`src/rtl/usb_crc_pkg.sv`:
```
// Shared types and constants for the USB CRC16 TX sequencer.
// Contents: FSM state enum, CRC width, CRC inversion mask, largest payload.
// Imported by the sequencer top and its shift-register sub-module.
package usb_crc_pkg;

  localparam int              CRC_WIDTH       = 16;
  localparam logic [15:0]     CRC_RESIDUE_INV = 16'hFFFF;
  localparam int              MAX_PKT_BYTES   = 64;

  typedef enum logic [2:0] {
    ST_IDLE  = 3'd0,
    ST_CLEAR = 3'd1,
    ST_FETCH = 3'd2,
    ST_SHIFT = 3'd3,
    ST_CRC   = 3'd4,
    ST_DONE  = 3'd5
  } tx_seq_state_t;

endpackage

```
`src/rtl/tx_shift_reg.sv`:
```
// Parallel-load, shift-right register with LSB serial output.
// Ports: clk/n_rst, load + load_val (load wins over shift), shift, serial_out = bit 0.
// Latency: load/shift take effect on the next rising edge; serial_out is registered.
module tx_shift_reg #(
  parameter int WIDTH = 16
) (
  input  logic             clk,
  input  logic             n_rst,
  input  logic             load,
  input  logic [WIDTH-1:0] load_val,
  input  logic             shift,
  output logic             serial_out
);

  logic [WIDTH-1:0] data_q;
  logic [WIDTH-1:0] data_d;

  always_comb begin
    data_d = data_q;
    if (load) begin
      data_d = load_val;
    end else if (shift) begin
      data_d = {1'b0, data_q[WIDTH-1:1]};
    end
  end

  always_ff @(posedge clk or negedge n_rst) begin
    if (!n_rst) begin
      data_q <= '0;
    end else begin
      data_q <= data_d;
    end
  end

  assign serial_out = data_q[0];

endmodule

```
`src/rtl/usb_crc16_tx_sequencer.sv`:
```
// Sequences one USB DATA payload LSB-first onto tx_bit, driving crc_16_gen in lock-step, then the 16-bit CRC.
// Ports: start/byte_count/abort control, bit_strobe tick, FIFO valid/ready byte input, crc_16_gen byte inputs
//   and clear/shift/serial outputs, tx_bit/tx_bit_valid to the encoder, busy/done/error status.
// Latency: start -> crc_clear next clk; last CRC strobe -> done next clk; FIFO stalls by holding fifo_ready in FETCH.
module usb_crc16_tx_sequencer
  import usb_crc_pkg::*;
#(
  parameter int MAX_BYTES  = MAX_PKT_BYTES,
  parameter bit INVERT_CRC = 1'b1
) (
  input  logic       clk,
  input  logic       n_rst,
  input  logic       start,
  input  logic [6:0] byte_count,
  input  logic       abort,
  input  logic       bit_strobe,
  input  logic [7:0] fifo_data,
  input  logic       fifo_valid,
  output logic       fifo_ready,
  input  logic [7:0] crc_gen_1,
  input  logic [7:0] crc_gen_2,
  output logic       crc_clear,
  output logic       crc_shift_en,
  output logic       crc_serial_in,
  output logic       tx_bit,
  output logic       tx_bit_valid,
  output logic       busy,
  output logic       done,
  output logic       error
);

  localparam logic [7:0]           MAX_LEN = 8'(MAX_BYTES);
  localparam logic [CRC_WIDTH-1:0] CRC_XOR = INVERT_CRC ? CRC_RESIDUE_INV : {CRC_WIDTH{1'b0}};

  tx_seq_state_t state_q, state_d;
  logic [6:0]    count_q, count_d;
  logic [3:0]    bit_cnt_q, bit_cnt_d;

  logic                 sr_load;
  logic                 sr_shift;
  logic [CRC_WIDTH-1:0] sr_load_val;
  logic                 sr_out;

  logic                 start_ok;
  logic [CRC_WIDTH-1:0] crc_val;
  logic                 crc_bit;

  assign start_ok = start && ({1'b0, byte_count} <= MAX_LEN);
  assign crc_val  = {crc_gen_2, crc_gen_1} ^ CRC_XOR;

  // Until the first CRC bit leaves, crc_16_gen is frozen (no shift, no clear),
  // so its live value is the latched CRC; the shift register only takes over
  // once the first bit is gone. This also covers a strobe on the entry cycle.
  assign crc_bit = (bit_cnt_q == 4'd0) ? crc_val[0] : sr_out;

  tx_shift_reg #(
    .WIDTH (CRC_WIDTH)
  ) u_shreg (
    .clk        (clk),
    .n_rst      (n_rst),
    .load       (sr_load),
    .load_val   (sr_load_val),
    .shift      (sr_shift),
    .serial_out (sr_out)
  );

  // State and datapath registers.
  always_ff @(posedge clk or negedge n_rst) begin
    if (!n_rst) begin
      state_q   <= ST_IDLE;
      count_q   <= '0;
      bit_cnt_q <= '0;
    end else begin
      state_q   <= state_d;
      count_q   <= count_d;
      bit_cnt_q <= bit_cnt_d;
    end
  end

  // Next-state and datapath control.
  always_comb begin
    state_d     = state_q;
    count_d     = count_q;
    bit_cnt_d   = bit_cnt_q;
    sr_load     = 1'b0;
    sr_shift    = 1'b0;
    sr_load_val = '0;

    case (state_q)
      ST_IDLE: begin
        if (start_ok) begin
          count_d = byte_count;
          state_d = ST_CLEAR;
        end
      end
      ST_CLEAR: begin
        bit_cnt_d = '0;
        state_d   = (count_q != 7'd0) ? ST_FETCH : ST_CRC;
      end
      ST_FETCH: begin
        // A bit time arriving with no byte loaded is an underrun.
        if (bit_strobe) begin
          state_d = ST_IDLE;
        end else if (fifo_valid) begin
          sr_load     = 1'b1;
          sr_load_val = {{(CRC_WIDTH-8){1'b0}}, fifo_data};
          bit_cnt_d   = '0;
          state_d     = ST_SHIFT;
        end
      end
      ST_SHIFT: begin
        if (bit_strobe) begin
          sr_shift  = 1'b1;
          bit_cnt_d = bit_cnt_q + 4'd1;
          if (bit_cnt_q == 4'd7) begin
            bit_cnt_d = '0;
            count_d   = count_q - 7'd1;
            state_d   = (count_q == 7'd1) ? ST_CRC : ST_FETCH;
          end
        end
      end
      ST_CRC: begin
        if (bit_strobe) begin
          bit_cnt_d = bit_cnt_q + 4'd1;
          if (bit_cnt_q == 4'd0) begin
            sr_load     = 1'b1;
            sr_load_val = {1'b0, crc_val[CRC_WIDTH-1:1]};
          end else begin
            sr_shift = 1'b1;
          end
          if (bit_cnt_q == 4'd15) begin
            bit_cnt_d = '0;
            state_d   = ST_DONE;
          end
        end
      end
      ST_DONE: begin
        state_d = ST_IDLE;
      end
      default: begin
        state_d = ST_IDLE;
      end
    endcase

    if (abort) begin
      state_d   = ST_IDLE;
      bit_cnt_d = '0;
      sr_load   = 1'b0;
      sr_shift  = 1'b0;
    end
  end

  // Outputs. Pulses are suppressed in an abort cycle so an abandoned packet
  // never reports done/error and never clears or advances crc_16_gen.
  always_comb begin
    fifo_ready    = 1'b0;
    crc_clear     = 1'b0;
    crc_shift_en  = 1'b0;
    crc_serial_in = 1'b0;
    tx_bit        = 1'b0;
    tx_bit_valid  = 1'b0;
    done          = 1'b0;
    error         = 1'b0;
    busy          = (state_q != ST_IDLE);

    case (state_q)
      ST_IDLE: begin
        error = start && !start_ok && !abort;
      end
      ST_CLEAR: begin
        crc_clear = !abort;
      end
      ST_FETCH: begin
        // Underrun wins over a simultaneous byte: do not consume it.
        fifo_ready = !bit_strobe;
        error      = bit_strobe && !abort;
      end
      ST_SHIFT: begin
        if (bit_strobe && !abort) begin
          tx_bit        = sr_out;
          tx_bit_valid  = 1'b1;
          crc_serial_in = sr_out;
          crc_shift_en  = 1'b1;
        end
      end
      ST_CRC: begin
        if (bit_strobe && !abort) begin
          tx_bit       = crc_bit;
          tx_bit_valid = 1'b1;
        end
      end
      ST_DONE: begin
        done = !abort;
      end
      default: begin
        busy = 1'b0;
      end
    endcase
  end

endmodule
```
`config.mk`:
```
export PLATFORM = sky130hd
export DESIGN_NAME = usb_crc16_tx_sequencer
export DESIGN_NICKNAME = d
export VERILOG_FILES = /design/src/rtl/usb_crc_pkg.sv /design/src/rtl/tx_shift_reg.sv /design/src/rtl/usb_crc16_tx_sequencer.sv
export SDC_FILE = /design/constraint.sdc
export NUM_CORES = 1
export LEC_CHECK = 0
export BUFFER_PORTS_ARGS = -buffer_cell sky130_fd_sc_hd__clkbuf_2
export CAP_MARGIN = 20
export CORE_MARGIN = 2
export CORE_UTILIZATION = 53
export CTS_BUF_LIST = sky130_fd_sc_hd__clkbuf_4
export CTS_CLUSTER_DIAMETER = 120
export CTS_CLUSTER_SIZE = 25
export DETAILED_ROUTE_END_ITERATION = 6
export GPL_TIMING_DRIVEN = 0
export PLACE_DENSITY_LB_ADDON = 0.15
export SLEW_MARGIN = 20
export SYNTH_ARGS = -nofsm -noshare
export SYNTH_HDL_FRONTEND = slang
export SYNTH_SLANG_ARGS = --single-unit
export TNS_END_PERCENT = 10
```
`constraint.sdc`:
```
create_clock -name clk -period 3.3 [get_ports clk]
set_input_delay 0.66 -clock clk [delete_from_list [all_inputs] [get_ports clk]]
set_output_delay 0.66 -clock clk [all_outputs]
set_load 0.03 [all_outputs]
```
[Word level (Yosys, flattened, before mapping)]
Index checks and enable logic that the tools add are counted.
Word-level totals
  register bits: 30
  output and inout port bits: 9
Operators by class
  add/sub/neg operators: 2
  order comparisons: 1
  eq/ne operators: 19
  muxes and demuxes: 54
  bitwise operators: 1
  reduce and logical (&&, ||, !) cells: 19
Operators by type and width (count)
  two-way mux 16 bit: 2
  two-way mux 15 bit: 2
  two-way mux 3 bit: 10
  case mux 15 bit (2 select lines): 1
  two-way mux 4 bit: 7
  two-way mux 7 bit: 3
  != test 3 bit, second input constant: 7
  two-way mux 1 bit: 20
  two-way mux 8 bit: 2
  inverter 16 bit: 1
  case mux 4 bit (4 select lines): 1
  case mux 3 bit (5 select lines): 1
  case mux 7 bit (2 select lines): 1
  case mux 1 bit (2 select lines): 4
  == test 7 x 1 -> 1 bit, second input constant: 1
  <= comparator 7 bit, second input constant: 1
  nonzero test 7 bit: 1
  subtractor 7 x 1 -> 7 bit, second input constant: 1
  == test 3 x 2 -> 1 bit, second input constant: 2
  == test 3 bit, second input constant: 2
  != test 2 bit, second input constant: 3
  AND reduction 6 bit: 1
  OR reduction 6 bit: 1
  AND reduction 5 bit: 1
  other kinds (14): 20

[Longest topological paths before layout]
  depth in word-level cells: 7
  depth in mapped cells: 8
  mapped depth without buffers: 7

[Cells and area by module]
Synthesis repeated with hierarchy kept, for this count alone.
Unflattened totals
  cell total of the unflattened synthesis: 255
  area total of the unflattened synthesis: 2182.1 um^2
By module, submodules not included
  usb_crc16_tx_sequencer: instances 1, cells an instance 186, area each 1440.1 um^2, sequential area each 350.3 um^2
  tx_shift_reg: instances 1, cells an instance 69, area each 742.0 um^2, sequential area each 400.4 um^2

[Worst setup path before layout]
OpenSTA, ideal clock, no wires.
  kind: input -> output
  start: input byte_count[0]
  end: output error
  arrival: 2.558 ns
  slack: 0.082 ns
  cell stages on the path: 4
  buffers on the path: 0
  cells stage by stage: or4_4 or3_4 nand4b_1 a2111oi_0
Between the ends
  longest elaborated chain between the ends: 6
RTL lines
  start, declared: line usb_crc16_tx_sequencer.sv:14  | input logic [6:0] byte_count,
  <= comparator 7 bit: line usb_crc16_tx_sequencer.sv:48  | assign start_ok = start && ({1'b0, byte_count} <= MAX_LEN);
  logical AND 1 bit: line usb_crc16_tx_sequencer.sv:48
  logical NOT 1 bit: line usb_crc16_tx_sequencer.sv:168  | error = start && !start_ok && !abort;
  logical AND 1 bit (2 in series): line usb_crc16_tx_sequencer.sv:168
  case mux 1 bit (2 select lines): line usb_crc16_tx_sequencer.sv:166  | case (state_q)
  end, declared: line usb_crc16_tx_sequencer.sv:29  | output logic error
No other way between the ends.

[Final worst setup path]
  start: register state_q[2]
  end: output tx_bit
Between the ends
  longest elaborated chain between the ends: 2
  elaborated cells between the ends (all ways): 3
  classes of those cells: 2 x eq/ne; 1 x mux
RTL lines
  start, declared: line usb_crc16_tx_sequencer.sv:35  | tx_seq_state_t state_q, state_d;
  start signal, assigned: line usb_crc16_tx_sequencer.sv:74  | state_q <= state_d;
  == test 3 bit / == test 3 x 2 -> 1 bit (equally long branches): line usb_crc16_tx_sequencer.sv:166
  case mux 1 bit (2 select lines) *: line usb_crc16_tx_sequencer.sv:166
  end, declared: line usb_crc16_tx_sequencer.sv:25  | output logic tx_bit,
Mark *: on every way between the ends. The rest lies on a longest branch, timed or not.

==> flow_metrics.tcl <==
set metrics [dict create \
    status "complete, no violations" \
    area_growth_pct 17.07 \
    tns_ns 0 \
    fin_cells 301 \
    syn_inst 204 \
    dp.cells 293 \
    clk_pin_slew_ns 0.11 \
    cp.arrival_ns 2.20 \
    cts_buffers 5 \
    max_stage_delay_ns 0.42 \
    hold_viol 0 \
    start_util 0.5578 \
    pre_cts_ws_ns 0.5980 \
    cts_tree "yes" \
    clockBufferDepth 2 \
    cts_resized 0 \
    drt_iter0_markers 79 \
    path_class "register to output pin" \
    maxCapViolCount 0 \
    crit_path_end_kind "output pin" \
    drtPass1Iterations 4 \
    ys_ff_latch 29 \
    die_w_um 63.73 \
    rows 21 \
    grt_first_pass_wirelength_um 7051 \
    cts_setup_buffers 0 \
    peakVddDrop_uv 305.4 \
    required_ns 2.64 \
    n_fill_cell 295 \
    avgViaCountPerCell 5.811 \
    rsz0062_at_grt "no" \
    max_freq_ghz 0.3495 \
    crit_start "state_q[2]$_DFFE_PN0P_" \
    worstSkewPairLatency_ns 0.35 \
    r2r_cells 8 \
    synth_edf_count 0 \
    io_pins 46 \
    dp_hpwl_um 3194 \
    drive_above_1_share 0.2627 \
    diodes 0 \
    gp_congestion 0.8259 \
    cts-root-buf "clkbuf_4" \
    layout_min_cycle_time_ns 2.861 \
    ys.flop_type "dfrtp_1" \
    max_slew.worst_pin.slew_ns 0.7115 \
    p_leak_nw 1.020 \
    track_usage 0.2228 \
    drc 0 \
    nets 296 \
    placed_cell_area_um2 2163 \
    routed_wl_um 4265 \
    cp_cell_sequence "and2b_1 > nand2_1 > clkbuf_1 > o21ai_0 > nand2_1 > a21oi_1 > clkbuf_2" \
    cp-start-kind "register" \
    fin_util 0.6530 \
    ys_warn_count 0 \
    crit_top_cell "nand2_1" \
    crit_slowest_cell "dfrtp_1" \
    hp-class "input port to asynchronous set/reset pin" \
    r2r-start "bit_cnt_q[0]$_DFFE_PN0P_" \
    die_area_um2 4061 \
    antenna_found_initial 0 \
    ant_nets 0 \
    multi_input_area_um2 1079 \
    syn_area_per_cell_um2 9.267 \
    synth_nets 246 \
    async_flop_share 1.000 \
    syn-cell-area_um2 1891 \
    grt_max_degree 30 \
    dieHeight_um 63.73 \
    cts.htree.levels 2 \
    p_per_area_nw_per_um2 563.1 \
    numPortBuffers 43 \
    regArea_um2 725.7 \
    wire_per_inst_um 14.17 \
    core_um2 3390 \
    vias 1749 \
    design_area_um2 2213 \
    crit_fanout 10 \
    slew_viol_final 0 \
    first_global_vias 1540 \
    cts_sinks 29 \
    slew_headroom 0.5257 \
    fin_crit_sh 0.8670 \
    synth.distinct_cells 53 \
    setup_viol 0 \
    cp_top_family "simple AND/OR/NAND/NOR gates" \
    grt_overflow 0 \
    cp_num_buf_inv 2 \
    finalClockSkew_ns 0.01346 \
    ctsHoldBuffers 0 \
    worst_slack_ns 0.4390 \
    cp.depth 7 \
    yosysSeqAreaShare 0.3839 \
]
[final cells by class]
type	count	share of cell area
multi-input cells	157	0.4873
flip-flops and latches	29	0.3279
repair buffers	43	0.09723
plain buffers	12	0.02883
well taps	46	0.02600
clock buffers	5	0.01696
inverters	6	0.01018
clock inverters	3	0.005653
[report_power, final]
| part | switching [mW] | internal [mW] | total [mW] | leakage, nW |
|---|---|---|---|---|
| Sequential | 0.0816 | 0.445 | 0.526 | 0.386 |
| Combinational | 0.291 | 0.218 | 0.509 | 0.604 |
| Clock | 0.134 | 0.0768 | 0.211 | 0.0300 |
[through the flow]
step | hold WS (ns) | power (mW)
2_1_floorplan | 0.3644 | 0.9058
3_3_place_gp | 0.4779 | 1.028
3_5_place_dp | 0.4775 | 1.040
4_1_cts | 0.3692 | 1.251
5_1_grt | 0.4003 | 1.329
6_report | 0.3389 | 1.246
[worst register-to-register path, delay by kind of cell (launching register included)]
kind / cells / cell delay [ns]
AOI/OAI and AO/OA: 2 / 0.63
adders and majority gates: 1 / 0.15
buffers and inverters: 2 / 0.29
DFF: 1 / 0.41
and+or+nand+nor: 3 / 0.79
[worst paths after layout]
check	endpoint	slack, ns
worst max-delay path	tx_bit	0.44
worst max register to register	u_shreg.data_q[10]$_DFFE_PN0P_	0.91
min in group clk	u_shreg.data_q[14]$_DFFE_PN0P_	0.48
worst min-delay path	bit_cnt_q[0]$_DFFE_PN0P_	0.34
worst min register to register	u_shreg.data_q[14]$_DFFE_PN0P_	0.51
max in group asynchronous	u_shreg.data_q[10]$_DFFE_PN0P_	2.49
[cells in the mapped netlist (3+ instances only)]
library cell | instances | area, µm²
a21oi_1 | 10 | 50.05
a221o_1 | 13 | 130.1
a2bb2oi_1 | 8 | 70.07
buf_2 | 3 | 15.01
clkbuf_1 | 6 | 22.52
dfrtp_1 | 29 | 725.7
ha_1 | 5 | 62.56
inv_1 | 6 | 22.52
mux2i_1 | 5 | 50.05
nand2_1 | 8 | 30.03
nand2b_1 | 5 | 31.28
nand4b_1 | 4 | 35.03
nor2_1 | 33 | 123.9
nor2b_1 | 4 | 25.02
nor3_1 | 6 | 30.03
o21ai_0 | 4 | 20.02
o21ai_1 | 7 | 35.03
[kinds of logic after synthesis]
logic type / count (synthesis) / synth area share
simple gates: 84 / 0.2488
compound gates: 63 / 0.2621
flops: 29 / 0.3839
buf+inv: 18 / 0.04566
mux: 5 / 0.02647
fa+ha+maj: 5 / 0.03309
[metal layers]
layer | up-vias | share of wire | track usage
met2 | 46 | 0.47 | 0.3421
met1 | 827 | 0.47 | 0.3015
met4 | 0 | 0.014 | 0.06522
met3 | 7 | 0.052 | 0.06964
met5 | - | 0 | 0
li1 | 869 | - | -
[placed cells by master (no fill, tap or decap), types with 2 or more instances in the layout]
cell / netlist / layout
clkbuf_2: 0 / 43
nor2_1: 33 / 33
dfrtp_1: 29 / 29
a221o_1: 13 / 13
a21oi_1: 10 / 10
nand2_1: 8 / 8
a2bb2oi_1: 8 / 8
o21ai_1: 7 / 7
inv_1: 6 / 6
clkbuf_1: 6 / 6
nor3_1: 6 / 6
nand2b_1: 5 / 5
mux2i_1: 5 / 5
ha_1: 5 / 5
clkbuf_4: 0 / 5
nand4b_1: 4 / 4
o21ai_0: 4 / 4
nor2b_1: 4 / 4
buf_2: 3 / 3
buf_4: 2 / 2
and2_1: 2 / 2
nor3b_2: 2 / 2
and3_1: 2 / 2
nor2_2: 2 / 2
a31oi_1: 2 / 2
o211ai_1: 2 / 2
nand3_1: 2 / 2
a211oi_1: 2 / 2
a22oi_1: 2 / 2
o22a_1: 2 / 2
o2bb2ai_1: 2 / 2
clkinv_1: 0 / 2
[state kept, by name, summed over array words and instances (netlist names)]
register        cells
count_q             7
bit_cnt_q           4
state_q             3
u_shreg.data_q     15
Power figures use the tool's default switching activity.
